$ cat config.mk
export PLATFORM = sky130hd
export DESIGN_NAME = spi_slave_sync
export DESIGN_NICKNAME = d
export VERILOG_FILES = /design/src/rtl/spi_slave_sync.sv
export SDC_FILE = /design/constraint.sdc
export NUM_CORES = 1
export LEC_CHECK = 0
export BUFFER_PORTS_ARGS = -buffer_cell sky130_fd_sc_hd__buf_4
export CORE_UTILIZATION = 56
export DETAILED_ROUTE_END_ITERATION = 7
export PLACE_DENSITY = 0.78
export SETUP_SLACK_MARGIN = 0.02
export SLEW_MARGIN = 5
export SYNTH_ARGS = -nofsm -noshare
export SYNTH_HDL_FRONTEND = slang
export SYNTH_SLANG_ARGS = --single-unit
$ cat constraint.sdc
create_clock -name clk -period 1.8 [get_ports clk]
set_input_delay 0.18 -clock clk [delete_from_list [all_inputs] [get_ports clk]]
set_output_delay 0.18 -clock clk [all_outputs]
set_load 0.03 [all_outputs]
$ cat src/rtl/spi_slave_sync.sv
// spi_slave_sync
//
// SPI slave endpoint clocked entirely by the system clock. SCLK, LOAD and
// MOSI are oversampled through SYNC-deep synchronizers. Edges are found by
// comparing the last synchronizer stage with one extra delay flop. One M-bit
// word is exchanged per frame, MSB first.
//
// Ports:
//    clk      - system clock
//    rst_n    - asynchronous active-low reset
//    SCLK     - serial clock from the master (idle low)
//    LOAD     - frame strobe; low while a frame is active, its rise ends the frame
//    MOSI     - serial data from the master
//    MISO     - serial data to the master (0 outside a frame)
//    tx_dat   - next word to transmit
//    tx_we    - one-cycle write strobe for tx_dat into the TX holding register
//    rx_dat   - last correctly received word
//    rx_valid - one-cycle pulse when rx_dat is updated
//    rx_err   - one-cycle pulse when a frame ends with a bit count other than M
//    busy     - high while a frame is being shifted
module spi_slave_sync #(
   parameter int M    = 9,
   parameter int SYNC = 2
) (
   input  logic         clk,
   input  logic         rst_n,
   input  logic         SCLK,
   input  logic         LOAD,
   input  logic         MOSI,
   output logic         MISO,
   input  logic [M-1:0] tx_dat,
   input  logic         tx_we,
   output logic [M-1:0] rx_dat,
   output logic         rx_valid,
   output logic         rx_err,
   output logic         busy
);

   localparam int CW = $clog2(M + 2);

   typedef enum logic [1:0] {
      ST_IDLE  = 2'd0,
      ST_SHIFT = 2'd1,
      ST_DONE  = 2'd2
   } state_t;

   state_t          state_r;
   state_t          state_nxt_s;

   logic [SYNC-1:0] sclk_sync_r;
   logic [SYNC-1:0] load_sync_r;
   logic [SYNC-1:0] mosi_sync_r;
   logic            sclk_d_r;
   logic            load_d_r;

   logic            sclk_rise_s;
   logic            sclk_fall_s;
   logic            load_rise_s;
   logic            load_fall_s;
   logic            mosi_s;

   logic [M-1:0]    tx_hold_r;
   logic [M-1:0]    tx_sh_r;
   logic [M-1:0]    rx_sh_r;
   logic [CW-1:0]   cnt_r;
   logic [M-1:0]    rx_dat_r;
   logic            rx_valid_r;
   logic            rx_err_r;
   logic            miso_r;
   logic            busy_r;

   // Input synchronizers plus one delay flop on SCLK and LOAD for edge detection.
   always_ff @(posedge clk or negedge rst_n) begin
      if (!rst_n) begin
         sclk_sync_r <= '0;
         load_sync_r <= '0;
         mosi_sync_r <= '0;
         sclk_d_r    <= 1'b0;
         load_d_r    <= 1'b0;
      end else begin
         sclk_sync_r <= {sclk_sync_r[SYNC-2:0], SCLK};
         load_sync_r <= {load_sync_r[SYNC-2:0], LOAD};
         mosi_sync_r <= {mosi_sync_r[SYNC-2:0], MOSI};
         sclk_d_r    <= sclk_sync_r[SYNC-1];
         load_d_r    <= load_sync_r[SYNC-1];
      end
   end

   // Edge decode from the synchronized stage against its delayed copy.
   always_comb begin
      sclk_rise_s = sclk_sync_r[SYNC-1] & ~sclk_d_r;
      sclk_fall_s = ~sclk_sync_r[SYNC-1] & sclk_d_r;
      load_rise_s = load_sync_r[SYNC-1] & ~load_d_r;
      load_fall_s = ~load_sync_r[SYNC-1] & load_d_r;
      mosi_s      = mosi_sync_r[SYNC-1];
   end

   // Frame state register.
   always_ff @(posedge clk or negedge rst_n) begin
      if (!rst_n) begin
         state_r <= ST_IDLE;
      end else begin
         state_r <= state_nxt_s;
      end
   end

   // Frame state transitions.
   always_comb begin
      state_nxt_s = state_r;
      case (state_r)
         ST_IDLE: begin
            if (load_fall_s) begin
               state_nxt_s = ST_SHIFT;
            end else begin
               state_nxt_s = ST_IDLE;
            end
         end
         ST_SHIFT: begin
            if (load_rise_s) begin
               state_nxt_s = ST_DONE;
            end else begin
               state_nxt_s = ST_SHIFT;
            end
         end
         ST_DONE: begin
            state_nxt_s = ST_IDLE;
         end
         default: begin
            state_nxt_s = ST_IDLE;
         end
      endcase
   end

   // Shift datapath, TX holding register and registered outputs.
   always_ff @(posedge clk or negedge rst_n) begin
      if (!rst_n) begin
         tx_hold_r  <= '0;
         tx_sh_r    <= '0;
         rx_sh_r    <= '0;
         cnt_r      <= '0;
         rx_dat_r   <= '0;
         rx_valid_r <= 1'b0;
         rx_err_r   <= 1'b0;
         miso_r     <= 1'b0;
         busy_r     <= 1'b0;
      end else begin
         rx_valid_r <= 1'b0;
         rx_err_r   <= 1'b0;
         busy_r     <= (state_nxt_s == ST_SHIFT);

         // A write during a frame only lands in the holding register, so the
         // word already loaded into tx_sh keeps shifting out untouched.
         if (tx_we) begin
            tx_hold_r <= tx_dat;
         end

         case (state_r)
            ST_IDLE: begin
               if (load_fall_s) begin
                  tx_sh_r <= tx_hold_r;
                  miso_r  <= tx_hold_r[M-1];
                  cnt_r   <= '0;
               end else begin
                  miso_r  <= 1'b0;
               end
            end
            ST_SHIFT: begin
               // LOAD rise has priority: an SCLK edge in the same cycle is dropped.
               if (load_rise_s) begin
                  miso_r <= 1'b0;
               end else if (sclk_rise_s) begin
                  rx_sh_r <= {rx_sh_r[M-2:0], mosi_s};
                  if (cnt_r != CW'(M + 1)) begin
                     cnt_r <= cnt_r + CW'(1);
                  end else begin
                     cnt_r <= cnt_r;
                  end
               end else if (sclk_fall_s) begin
                  tx_sh_r <= {tx_sh_r[M-2:0], 1'b0};
                  miso_r  <= tx_sh_r[M-2];
               end else begin
                  miso_r  <= miso_r;
               end
            end
            ST_DONE: begin
               miso_r <= 1'b0;
               if (cnt_r == CW'(M)) begin
                  rx_dat_r   <= rx_sh_r;
                  rx_valid_r <= 1'b1;
               end else begin
                  rx_err_r   <= 1'b1;
               end
            end
            default: begin
               miso_r <= 1'b0;
            end
         endcase
      end
   end

   assign MISO     = miso_r;
   assign rx_dat   = rx_dat_r;
   assign rx_valid = rx_valid_r;
   assign rx_err   = rx_err_r;
   assign busy     = busy_r;

endmodule

==> impl_metrics.toml, run 1 <==
[setup_path]
path_buf_inv = 0
r2r_cells = 4
max_stage_delay_ps = 440
cp-start-kind = "flip-flop"
endpoint_kind = "flip-flop"
arrival_ps = 1790
worstReg2RegEnd = "rx_sh_r[3]"
reg2reg_slack_ps = 200
cp_max_fo = 9
cpMaxStageDelayCell = "dfrtp_1"
critPathKind = "flip-flop to flip-flop"
cp_top_family = "simple AND/OR/NAND/NOR gates"
r2r-start = "state_r[1]"
required_ps = 1990
worstPathCellList = "nand2b_1 -> nand2b_2 -> nor2_8 -> mux2_1"

[global_route]
grt_usage_pct = 19.33
grt_max_degree = 54
antenna_found_initial = 0
grt_pass1_vias = 1304
gr-total-overflow = 0
grt_pass1_wl_mm = 5.975

[cts]
cts-root-buf = "clkbuf_8"
path_clk_slew_ps = 90
insertion_delay_ps = 310
cts_tree = "done"
clk_path_buf_depth = 2
cts_inserted_buffers = 5
cts_resized = 0
ctsHtreeMaxLevel = 2
cts_setup_buffers = 0
cts.sinks = 53

[drt]
drc = 0
viasPerCell = 5.263
route.detailed.wl_per_inst_um = 13.75
via_count = 1263
ant_nets = 0
drtIter0Drc = 65
wirelength_mm = 3.301
firstDrtPassIters = 4

[final_layout]
drive_gt1_share_pct = 22.92
n_antenna_cell = 0
fin_util_pct = 69.17
finalNetCount = 209
stdcell_area_um2 = 2532
fillers = 264
syn_to_final_growth_pct = 17.81

[synth]
async_reset_ff_share_pct = 100.0
yosys.area.top_type_share_pct = 61.70
syn_area_per_cell_um2 = 13.87
syn_inst = 155
synth_warnings = 0
yosysSeqAreaShare_pct = 61.70
synthTopCellsByArea = "dfrtp_1 (62%), mux2_1 (15%), mux2i_1 (3.7%), nand2_1 (1.9%), ha_1 (1.7%)"
syn_nets = 173
synth-seq-cells = 53
synth_top_cell_by_area = "dfrtp_1"
yosysUniqueCellTypes = 34
synth_edf_count = 0
synthFlopType = "dfrtp_1"
syn_area_um2 = 2150

[floorplanning]
coreArea_um2 = 3661
initial_core_util_pct = 58.71
dieArea_um2 = 4090
fp-row-count = 22
die_y_um = 63.96
die_w_um = 63.96
io_pins = 28

[sta]
hold_viol = 0
fin_ws_ps = 205.0
rsz0062_at_grt = "false"
fmax_mhz = 627.0
setup_viol = 0
worstMarginPinSlew_ps = 618.3
setup-tns-final_ps = 0
period_share_pct = 88.61
maxSlewHeadroom_pct = 58.78
finalCriticalPeriod_ps = 1595
finClkSkew_ps = 6.758
maxSlewViolCount = 0

[power]
internal_power_mw = 1.852
p_per_area_nw_per_um2 = 1020
p_switching_uw = 732.1
vdd_drop_max_uv = 631.9
p_clk_share_pct = 25.9
combPwrFrac_pct = 15.9
swShare_pct = 28.33
power_frac_seq_pct = 58.3
p_total_mw = 2.584
leakagePower_nw = 1.237

[placement]
dp_hpwl_mm = 2.310
portBuffers = 27
pre_cts_ws_ps = 196.7
placed_area_um2 = 2402
routabilityCongestion = 0.9081

[min_path]
holdPathEnd = "tx_hold_r[7]"
hold_path.class = "input port to flip-flop"
hp-start = "tx_dat[7]"
holdPathStages = 2

[outcome]
outcome = "finished, final reports clean"

[flow_run]
max_cap_viol_count = 0
Yosys cell counts, types with 2 or more instances:
master	instances
nand2_1	11
o21ai_1	7
nand4bb_1	2
dfrtp_1	53
ha_1	3
a31oi_1	2
nand3_1	2
o21ai_2	2
nand2b_1	5
buf_2	2
a21oi_1	3
mux2_1	28
inv_1	5
mux2i_1	8
a21o_1	2
o31ai_1	2
layer usage:
layer / GRT usage (%) / wire length, um
met3: 4.286 / 105
met4: 8.523 / 74
met5: 0 / 0
met1: 25.24 / 1511
met2: 30.98 / 1610
cells by family after synthesis:
family                     share of synthesized area (%)
AOI/OAI and AO/OA                                  7.276
and+or+nand+nor                                    8.673
DFF                                                61.70
muxes                                              18.39
buffers and inverters                              2.212
adders and majority gates                          1.746
cell usage in the layout, fill, tap and decap left out, drive strengths merged, types with 2 or more instances in the layout:
cell         instances
dfrtp               53
nand2b               6
nand2               11
nor2                 3
o21ai                9
mux2i                8
inv                  7
clkbuf               5
mux2                28
nand3                2
ha                   3
nand4bb              2
o31ai                2
a21o                 2
a21oi                3
buf                 29
a31oi                2
dlygate4sd3          4
worst max path at each step:
stage	from	to	slack (ps)	cells after the start
floorplan	state_r[1]	rx_sh_r[0]	340	4
global placement	state_r[0]	tx_sh_r[0]	260	5
detailed placement	state_r[1]	rx_sh_r[3]	200	4
CTS	state_r[1]	rx_sh_r[3]	200	4
global route	state_r[1]	rx_sh_r[6]	100	4
finish	state_r[1]	rx_sh_r[3]	200	4
power by group through the flow:
stage	clock [mW]	sequential [mW]	combinational, mW
2_1_floorplan	0	1.50	0.281
3_3_place_gp	0	1.52	0.386
3_5_place_dp	0	1.53	0.408
4_1_cts	0.687	1.50	0.419
5_1_grt	0.731	1.53	0.466
6_report	0.668	1.51	0.411
final cells by class:
class                           count  area (um2)  area share (%)
Clock buffer                        5       68.82           2.717
Clock inverter                      3       21.27          0.8399
Inverter                            6       22.52          0.8893
Multi-Input combinational cell     92       775.7           30.63
Sequential cell                    53        1326           52.37
Tap cell                           48       60.06           2.372
Timing Repair Buffer               33       257.7           10.18
registers in the layout, indices dropped and copies added, names as in the netlist:
name and count:
rx_valid 1, busy 1, load_d_r 1, MISO 1, sclk_sync_r 2, sclk_d_r 1
tx_hold_r 9, rx_err 1, state_r 2, rx_sh_r 9, mosi_sync_r 2, cnt_r 4
rx_dat 9, tx_sh_r 8, load_sync_r 2
repair_timing:
item	CTS	global route
hold buffers	4	0
endpoints found under the setup margin	0	0
endpoints found under the hold margin	56	0
metrics by stage:
stage / std cells / hold slack, ps
6_report: 240 / 85.88
2_1_floorplan: 155 / -115.6
4_1_cts: 240 / 78.68
5_1_grt: 240 / 77.91
3_5_place_dp: 228 / 247.4
3_3_place_gp: 228 / 240.2
Power figures use the tool's default switching activity.
==> run 2: changes to the inputs <==
Settings changed: CORE_MARGIN set to 2.
==> impl_metrics.toml, run 2 (synthesis results as in run 1) <==
[global_route]
gr-total-overflow = 0
grt_usage_pct = 18.85
grt_pass1_wl_mm = 6.072
antenna_found_initial = 0
grt_max_degree = 54
grt_pass1_vias = 1325

[sta]
hold_slack_ps = 86.51
setup_viol = 0
maxSlewViolCount = 0
setup-tns-final_ps = 0
hold_viol = 0
rsz0062_at_grt = "false"
finClkSkew_ps = 7.673
maxSlewHeadroom_pct = 58.47
fmax_mhz = 625.4
period_share_pct = 88.84
worstMarginPinSlew_ps = 622.9
finalCriticalPeriod_ps = 1599

[power]
combPwrFrac_pct = 15.9
p_total_mw = 2.585
p_per_area_nw_per_um2 = 1022
internal_power_mw = 1.854
p_clk_share_pct = 25.4
power_frac_seq_pct = 58.7
vdd_drop_max_uv = 816.1
swShare_pct = 28.28
p_switching_uw = 730.9
leakagePower_nw = 1.238

[floorplanning]
io_pins = 28
initial_core_util_pct = 58.28
fp-row-count = 22
coreArea_um2 = 3689
die_w_um = 65.96
dieArea_um2 = 4350
die_y_um = 65.96

[min_path]
hold_path.class = "input port to flip-flop"
hp-start = "tx_dat[1]"

[flow_run]
max_cap_viol_count = 0

[cts]
cts-root-buf = "clkbuf_8"
cts_inserted_buffers = 5
insertion_delay_ps = 310
path_clk_slew_ps = 100
cts_resized = 0
ctsHoldBuffers = 4
cts_setup_buffers = 0
cts.sinks = 53
ctsHtreeMaxLevel = 2
clk_path_buf_depth = 2
cts_tree = "done"

[setup_path]
critPathKind = "flip-flop to flip-flop"
endpoint_kind = "flip-flop"
arrival_ps = 1790
required_ps = 1990
worstSetupStartpoint = "cnt_r[1]"
cp-start-kind = "flip-flop"
cp_max_fo = 10
r2r-start = "cnt_r[1]"

[outcome]
outcome = "finished, final reports clean"

[final_layout]
n_antenna_cell = 0
finalNetCount = 209
layout.cells.most_common = "dfrtp_1"
layout_common_cells = "dfrtp_1 (53), buf_4 (29), mux2_1 (28)"
syn_to_final_growth_pct = 17.64
drive_gt1_share_pct = 22.40

[drt]
via_count = 1263
viasPerCell = 5.263
firstDrtPassIters = 3
drtIter0Drc = 61
drc = 0
wirelength_mm = 3.540
route.detailed.wl_per_inst_um = 14.75
ant_nets = 0

[placement]
dp_hpwl_mm = 2.562
portBuffers = 27
routabilityCongestion = 0.7732
-- run 2: power by group through the flow --
stage	Clock (mW)	Combinational (mW)	Sequential (mW)
5_1_grt	0.725	0.463	1.54
3_5_place_dp	0	0.410	1.54
3_3_place_gp	0	0.378	1.52
4_1_cts	0.671	0.418	1.52
6_report	0.658	0.410	1.52
2_1_floorplan	0	0.281	1.50
-- run 2: worst paths after layout --
check                                  to  slack, ps  cells past startpoint
setup / recovery                rx_dat[0]        200                      5
hold / removal               tx_hold_r[1]         90                      2
setup reg to reg                rx_dat[0]        200                      5
hold reg to reg            mosi_sync_r[1]        350                      0
max in group asynchronous      state_r[0]        950                      2
min in group asynchronous        cnt_r[1]        430                      2
-- run 2: per-stage QoR --
stage	worst slack [ps]	std cells	instance area, um2	utilization (%)
after detailed placement	211.3	228	2402	65.13
after global placement	286.7	228	2402	65.13
after global routing	94.02	240	2529	68.55
after floorplan	343.2	155	2150	-
after CTS	192.1	240	2529	68.55
final	200.9	240	2529	68.55
-- run 2: final cells by class --
type                            count  area [um2]
Fill cell                         285        1160
Tap cell                           48       60.06
Clock inverter                      2       13.76
Multi-Input combinational cell     92       775.7
Inverter                            6       22.52
Timing Repair Buffer               33       257.7
Clock buffer                        6       72.57
Sequential cell                    53        1326
-- run 2: worst max-delay path: stages, from the launching register on --
cell     delay (ps)
dfrtp_1         450
inv_1           110
ha_1            170
nand3_1         120
nor2_4          260
mux2_1          370
-- run 2: routing by layer --
metal	wire length (um)	share of wire, %	GRT usage [%]	up-vias
met5	0	0	0	-
met4	50	1.4	7.653	0
met3	108	3.1	4.770	4
met2	1838	52	30.56	18
met1	1543	44	24.36	624
li1	-	-	-	617
==> run 3: changes to the inputs <==
Settings changed: MAX_ROUTING_LAYER set to met4.
==> impl_metrics.toml, run 3 (synthesis results as in run 1) <==
[outcome]
outcome = "finished, final reports clean"

[placement]
dpl.cell_count = 228
placed_area_um2 = 2402
dp_hpwl_mm = 2.562
portBuffers = 27
routabilityCongestion = 0.7837

[setup_path]
worstReg2RegEnd = "rx_dat[0]"
cp_max_fo = 10
cp-start-kind = "flip-flop"
endpoint_kind = "flip-flop"
r2r-start = "cnt_r[1]"
r2r_cells = 5
required_ps = 1990
arrival_ps = 1790
reg2reg_slack_ps = 200
critPathKind = "flip-flop to flip-flop"

[final_layout]
layout_common_cells = "dfrtp_1 (53), buf_4 (29), mux2_1 (28)"
final-instance-count-excl-fill = 240
layout.cells.most_common = "dfrtp_1"
seq_area_um2 = 1326
syn_to_final_growth_pct = 17.64
drive_gt1_share_pct = 22.40
fillers = 285
stdcell_area_um2 = 2529
n_antenna_cell = 0
multi_input_area_um2 = 775.7
finalNetCount = 209

[drt]
route.detailed.wl_per_inst_um = 14.80
top_layer_used = "met4"
met2_wirelength_mm = 1.835
ant_nets = 0
m1WireLength_mm = 1.537
firstDrtPassIters = 4
met3_length_um = 129
drtIter0Drc = 70
drc = 0
viasPerCell = 5.271
wirelength_mm = 3.551
via_count = 1265

[power]
vdd_drop_max_uv = 816.1
leakagePower_nw = 1.238
p_per_area_nw_per_um2 = 1023
p_total_mw = 2.587

[flow_run]
max_cap_viol_count = 0

[global_route]
grt_pass1_wl_mm = 6.051
grt_max_degree = 54
grt_usage_pct = 19.33
gr-total-overflow = 0
grt_pass1_vias = 1323
antenna_found_initial = 0

[sta]
worstMarginPinSlew_ps = 624.7
maxSlewHeadroom_pct = 58.35
finalCriticalPeriod_ps = 1603
finClkSkew_ps = 6.364
period_share_pct = 89.03
setup_viol = 0
rsz0062_at_grt = "false"
setup-tns-final_ps = 0
fmax_mhz = 624.0
hold_viol = 0
maxSlewViolCount = 0

[cts]
cts_tree = "done"
ctsHtreeMaxLevel = 2
cts_setup_buffers = 0
cts.sinks = 53
clk_path_buf_depth = 2
cts_inserted_buffers = 5
cts-root-buf = "clkbuf_8"
path_clk_slew_ps = 100
insertion_delay_ps = 310

[floorplanning]
coreArea_um2 = 3689
io_pins = 28
die_w_um = 65.96
dieArea_um2 = 4350
fp-row-count = 22
die_y_um = 65.96
initial_core_util_pct = 58.28

[min_path]
hp-start = "tx_dat[1]"
holdPathStages = 2
hold_path.class = "input port to flip-flop"
holdPathEnd = "tx_hold_r[1]"
[run 3: cell counts in the layout (fill, tap and decap cells not counted)]
No cell type changed its count.
[run 3: repair_timing]
action	in CTS	in global routing
hold endpoints to repair	56	0
setup endpoints to repair	0	0
hold buffers	4	0
resized for setup	0	0
[run 3: through the flow]
stage / hold WS, ps / worst slack (ps) / utilization [%]
5_1_grt: 77.23 / 94.02 / 68.55
6_report: 86.42 / 197.5 / 68.55
3_5_place_dp: 241.0 / 211.3 / 65.13
2_1_floorplan: -115.6 / 343.2 / -
3_3_place_gp: 236.2 / 286.7 / 65.13
4_1_cts: 83.20 / 192.1 / 68.55
[run 3: per-layer routing]
metal | GRT usage, % | vias to the layer above
met1 | 24.25 | 620
met2 | 30.56 | 25
met3 | 4.770 | 4
li1 | - | 616
met4 | 7.653 | 0
met5 | - | -
[run 3: power breakdown]
group | internal, mW | switching [mW]
combinational | 0.202 | 0.208
sequential | 1.37 | 0.143
clock | 0.278 | 0.382
total | 1.85 | 0.734
[run 3: worst max path at each step]
stage | cells past startpoint | startpoint | to
final | 5 | cnt_r[1] | rx_dat[0]
after detailed placement | 5 | cnt_r[1] | rx_dat[0]
after floorplan | 4 | state_r[1] | rx_sh_r[0]
after global routing | 5 | cnt_r[1] | rx_dat[0]
after CTS | 5 | cnt_r[1] | rx_dat[0]
after global placement | 5 | cnt_r[1] | rx_dat[1]
[run 3: final cells by class]
cell class / count / share of cell area (%)
Clock buffer: 6 / 2.870
Clock inverter: 2 / 0.5443
Inverter: 6 / 0.8906
Multi-Input combinational cell: 92 / 30.68
Sequential cell: 53 / 52.45
Tap cell: 48 / 2.375
Timing Repair Buffer: 33 / 10.19
[run 3: critical path, stage by stage, from the launching register on]
cell and delay (ps):
dfrtp_1 460, inv_1 110, ha_1 170, nand3_1 120
nor2_4 260, mux2_1 370
